[config.mk]
export PLATFORM = sky130hd
export DESIGN_NAME = leds_arbiter
export DESIGN_NICKNAME = d
export VERILOG_FILES = /design/src/rtl/leds_arbiter.sv
export SDC_FILE = /design/constraint.sdc
export NUM_CORES = 1
export LEC_CHECK = 0
export CORE_MARGIN = 3
export CORE_UTILIZATION = 57
export CTS_BUF_LIST = sky130_fd_sc_hd__clkbuf_8 sky130_fd_sc_hd__clkbuf_16
export DETAILED_ROUTE_END_ITERATION = 8
export GPL_TIMING_DRIVEN = 0
export PLACE_DENSITY = 0.84
export RECOVER_POWER = 25
export SYNTH_ARGS = -nofsm -noshare
export SYNTH_HDL_FRONTEND = slang
export SYNTH_SLANG_ARGS = --single-unit
[constraint.sdc]
create_clock -name CLK -period 3.2 [get_ports CLK]
set_input_delay 0.64 -clock CLK [delete_from_list [all_inputs] [get_ports CLK]]
set_output_delay 0.64 -clock CLK [all_outputs]
set_load 0.005 [all_outputs]
[src/rtl/leds_arbiter.sv]
// ============================================================================
// Module  : leds_arbiter
// Brief   : Tick-paced round-robin sharing of a 4-bit LED bank between
//           NUM_REQ pattern sources, with minimum hold and idle animation.
// Revision: 1.0
// ============================================================================
`default_nettype none

module leds_arbiter #(
    parameter int NUM_REQ       = 4,
    parameter int COUNTER_WIDTH = 24,
    parameter int HOLD_TICKS    = 4,
    parameter int HOLD_WIDTH    = 8
) (
    input  logic                 CLK,
    input  logic                 RSTN,
    input  logic [NUM_REQ-1:0]   REQ,
    input  logic [4*NUM_REQ-1:0] PATTERN,
    input  logic [3:0]           IDLE_PATTERN,
    output logic [NUM_REQ-1:0]   GNT,
    output logic                 TICK,
    output logic                 BUSY,
    output logic [3:0]           DATA
);

    localparam int                    IDX_W         = (NUM_REQ > 1) ? $clog2(NUM_REQ) : 1;
    localparam logic [0:0]            ST_IDLE       = 1'b0;
    localparam logic [0:0]            ST_GRANT      = 1'b1;
    localparam logic [HOLD_WIDTH-1:0] C_HOLD_RELOAD = HOLD_WIDTH'(HOLD_TICKS - 1);
    localparam logic [IDX_W-1:0]      C_PTR_RESET   = IDX_W'(NUM_REQ - 1);

    logic [COUNTER_WIDTH-1:0] cnt_q,   cnt_d;
    logic                     tick_q,  tick_d;
    logic [0:0]               state_q, state_d;
    logic [NUM_REQ-1:0]       gnt_q,   gnt_d;
    logic [IDX_W-1:0]         owner_q, owner_d;
    logic [HOLD_WIDTH-1:0]    hold_q,  hold_d;
    logic [IDX_W-1:0]         ptr_q,   ptr_d;
    logic                     busy_q,  busy_d;
    logic [3:0]               data_q,  data_d;

    logic                     win_found;
    logic [IDX_W-1:0]         win_idx;
    logic [IDX_W-1:0]         cand;
    logic [NUM_REQ-1:0]       win_onehot;
    logic [3:0]               owner_pattern;
    logic                     owner_req;

    // Scan starts just after the pointer, so the pointer itself is tried last.
    always_comb begin : p_pick
        win_found = 1'b0;
        win_idx   = '0;
        cand      = '0;
        for (int i = 1; i <= NUM_REQ; i++) begin
            cand = IDX_W'((int'(ptr_q) + i) % NUM_REQ);
            if (!win_found && REQ[cand]) begin
                win_found = 1'b1;
                win_idx   = cand;
            end
        end
    end

    always_comb begin : p_decode
        win_onehot    = '0;
        owner_pattern = '0;
        for (int i = 0; i < NUM_REQ; i++) begin
            if (win_idx == IDX_W'(i)) begin
                win_onehot[i] = 1'b1;
            end
            if (owner_q == IDX_W'(i)) begin
                owner_pattern = PATTERN[4*i +: 4];
            end
        end
    end

    assign owner_req = |(REQ & gnt_q);

    always_comb begin : p_next
        cnt_d   = cnt_q + COUNTER_WIDTH'(1);
        tick_d  = &cnt_q;
        state_d = state_q;
        gnt_d   = gnt_q;
        owner_d = owner_q;
        hold_d  = hold_q;
        ptr_d   = ptr_q;
        busy_d  = busy_q;
        data_d  = (state_q == ST_GRANT) ? owner_pattern : IDLE_PATTERN;

        if (tick_q) begin
            if (state_q == ST_GRANT && owner_req && hold_q != '0) begin
                hold_d = hold_q - HOLD_WIDTH'(1);
            end else if (win_found) begin
                // Covers idle pickup, early release and hold expiry alike.
                state_d = ST_GRANT;
                gnt_d   = win_onehot;
                owner_d = win_idx;
                ptr_d   = win_idx;
                hold_d  = C_HOLD_RELOAD;
                busy_d  = 1'b1;
            end else begin
                state_d = ST_IDLE;
                gnt_d   = '0;
                hold_d  = '0;
                busy_d  = 1'b0;
            end
        end
    end

    always_ff @(posedge CLK) begin
        if (!RSTN) begin
            cnt_q   <= '0;
            tick_q  <= 1'b0;
            state_q <= ST_IDLE;
            gnt_q   <= '0;
            owner_q <= '0;
            hold_q  <= '0;
            ptr_q   <= C_PTR_RESET;
            busy_q  <= 1'b0;
            data_q  <= 4'b0000;
        end else begin
            cnt_q   <= cnt_d;
            tick_q  <= tick_d;
            state_q <= state_d;
            gnt_q   <= gnt_d;
            owner_q <= owner_d;
            hold_q  <= hold_d;
            ptr_q   <= ptr_d;
            busy_q  <= busy_d;
            data_q  <= data_d;
        end
    end

    assign GNT  = gnt_q;
    assign TICK = tick_q;
    assign BUSY = busy_q;
    assign DATA = data_q;

endmodule

`default_nettype wire

==> impl_metrics.csv <==
group,metric,value,unit
status,status,"complete, no violations",
floorplan,rows,21,
critical_path,end_kind,"flip-flop",
timing,relSlewSlack,39.0,%
floorplan,die_y,68.1,um
timing,hold_viol,0,
drt,vias,1696,
layout,layout_common_cells,"46 x dfxtp_1, 34 x clkdlybuf4s50_1, 19 x xnor2_1, 15 x and2_1, 15 x nor2_1",
synthesis,synth-seq-cells,46,
clock_network,cts_sinks,46,
synthesis,syn_area_per_cell,9.78,um2
floorplan,core,3520,um2
place,io_buffers,35,
floorplan,ioPinCount,36,
clock_network,cts_buffer_depth,2,
synthesis,synthAdderAreaFrac,1.71,%
synthesis,ys_warn_count,0,
critical_path,start_kind,"input port",
floorplan,initial_utilization,62.5,%
drt,routed_wl,4380,um
clock_network,cts_resized,0,
timing,rsz0062_at_grt,"false",
critical_path,path_max_fanout,7,
drt,drc,0,
critical_path,required,3440,ps
clock_network,h-tree-depth,2,
power,p_per_area,397,nW/um2
global_route,grt_pass1_wl,7070,um
critical_path,crit_type,"input port to flip-flop",
clock_network,cts_hold_buf,0,
timing,fin_crit,2440,ps
timing,finalClockSkew,11.6,ps
worst_hold_path,hp-class,"flip-flop to flip-flop",
power,p_leak,1.01,nW
synthesis,synth.area.mux_share,6.82,%
floorplan,die_area,4640,um2
synthesis,yosys.area_share.simple,23.5,%
layout,syn_to_final_growth,23.5,%
synthesis,syn-cell-area,2200,um2
timing,slew_viol_final,0,
critical_path,arrival,2680,ps
clock_network,cts_buffers,5,
drt,avgRoutedWirePerCell,14.0,um
drt,vias_per_cell,5.40,
synthesis,synth_top_family_by_area,"simple AND/OR/NAND/NOR gates",
clock_network,clock-root-buffer,"clkbuf_8",
drt,first_pass_iters,4,
flow_run,cap_violations,0,
drt,drtIter0Drc,74,
synthesis,netlist_instances,225,
power,ir_drop,0.291,mV
global_route,antenna_found_initial,0,
clock_network,clock_latency,300,ps
synthesis,ys_types,45,
synthesis,synthXorXnorAreaFrac,9.95,%
timing,fin_setup_tns,0,ps
synthesis,ys_seq_area_share,41.8,%
clock_network,post_cts_buffers,0,
global_route,gr-usage-all-layers,20.8,%
layout,final_util,77.2,%
layout,final_common_cell,"dfxtp_1",
layout,finalNetCount,296,
drt,final_antenna_net_count,0,
power,finalPower,1.08,mW
synthesis,synth_compound_area_share,11.8,%
timing,fin_crit_sh,76.4,%
global_route,grt_max_degree,15,
clock_network,cts_tree,"built",
timing,tightest_slew,907,ps
place,dp_hpwl,3240,um
place,gp_routability_congestion,0.753,
synthesis,synth_nets,254,
critical_path,r2r_slack,1140,ps
layout,diodes,0,
timing,fmax,409,MHz
global_route,grt_pass1_vias,1571,
floorplan,die_width,68.1,um
global_route,gr-total-overflow,0,
clock_network,clk_pin_slew,90,ps
layout,drive_above_1_share,7.09,%
timing,setup_viol,0,
through the flow:
stage	hold slack (ps)	std cells	area, um2	worst slack (ps)
2_1_floorplan	436	225	2200	1200
3_3_place_gp	456	306	2610	439
3_5_place_dp	462	306	2610	443
4_1_cts	481	314	2720	767
5_1_grt	506	314	2720	578
6_report	478	314	2720	755
kinds of logic after synthesis:
logic type                 Yosys count
and+or+nand+nor                     92
buffers and inverters               15
DFF                                 46
muxes                               10
xor gates and xnor gates            25
AOI/OAI and AO/OA                   34
adders and majority gates            3
final cells by class:
cell class | instances | area [um2]
Tap cell | 46 | 57.6
Inverter | 9 | 33.8
Multi-Input combinational cell | 164 | 1180
Timing Repair Buffer | 35 | 350
Clock buffer | 5 | 68.8
Buffer | 6 | 61.3
Sequential cell | 46 | 921
Clock inverter | 3 | 41.3
Fill cell | 240 | 802
worst max-delay path: stages:
cell             delay, ps
clkdlybuf4s50_1        500
a22o_1                 270
a221oi_1               550
nor2_2                 150
or3b_1                 430
a21boi_1               140
power by group:
group / internal [mW] / switching, mW
Sequential: 0.578 / 0.00345
Clock: 0.230 / 0.195
Combinational: 0.0488 / 0.0252
Total: 0.856 / 0.224
synthesized netlist by cell type:
| cell | n | area [um2] |
|---|---|---|
| nor4_1 | 3 | 18.8 |
| nor3_1 | 2 | 10.0 |
| clkbuf_8 | 1 | 13.8 |
| and3_2 | 1 | 7.51 |
| o31a_1 | 1 | 8.76 |
| inv_1 | 9 | 33.8 |
| a21boi_1 | 1 | 7.51 |
| bufbuf_16 | 1 | 32.5 |
| nand2_1 | 12 | 45.0 |
| o41ai_4 | 1 | 27.5 |
| a21oi_1 | 4 | 20.0 |
| a22o_1 | 1 | 8.76 |
| o21ai_0 | 8 | 40.0 |
| xor2_1 | 6 | 52.6 |
| or3b_1 | 1 | 8.76 |
| or3_1 | 2 | 12.5 |
| o31ai_1 | 1 | 7.51 |
| o21bai_1 | 1 | 7.51 |
| o211ai_1 | 1 | 7.51 |
| and3_1 | 2 | 12.5 |
| o21ai_1 | 1 | 5.00 |
| mux4_2 | 4 | 90.1 |
| xnor2_1 | 19 | 166 |
| nor4b_1 | 1 | 8.76 |
| o21a_1 | 2 | 15.0 |
| a21boi_0 | 4 | 30.0 |
| nand4_1 | 7 | 43.8 |
| nor2_1 | 15 | 56.3 |
| and2b_2 | 2 | 17.5 |
| and4_1 | 2 | 17.5 |
| a32o_1 | 4 | 40.0 |
| or4_4 | 1 | 11.3 |
| mux2i_1 | 6 | 60.1 |
| nand2b_1 | 2 | 12.5 |
| and2_1 | 21 | 131 |
| ha_1 | 3 | 37.5 |
| clkbuf_1 | 4 | 15.0 |
| nand3b_1 | 1 | 7.51 |
| nand3_1 | 8 | 40.0 |
| a221oi_1 | 2 | 17.5 |
| o22a_1 | 1 | 8.76 |
| dfxtp_1 | 46 | 921 |
| nor2b_1 | 8 | 50.1 |
| o41ai_1 | 1 | 8.76 |
| nor2_2 | 1 | 6.26 |
worst paths after layout:
check | start | endpoint | cells after the start
setup / recovery | REQ[1] | owner_q[1] | 6
hold / removal | cnt_q[0] | cnt_q[0] | 1
setup reg to reg | cnt_q[2] | cnt_q[23] | 5
hold reg to reg | cnt_q[0] | cnt_q[0] | 1
registers in the layout (all words and copies together) (netlist names):
name     cells
GNT          4
BUSY         1
ptr_q        2
hold_q       8
owner_q      2
DATA         4
TICK         1
cnt_q       24
metal layers:
metal	global-route usage [%]	vias up	wire length, um
met3	4.93	7	113
met5	0	-	0
met2	37.1	16	2270
met4	8.19	0	71
met1	23.6	800	1920
li1	-	873	-
No activity file was read; power rests on OpenSTA's default activity.
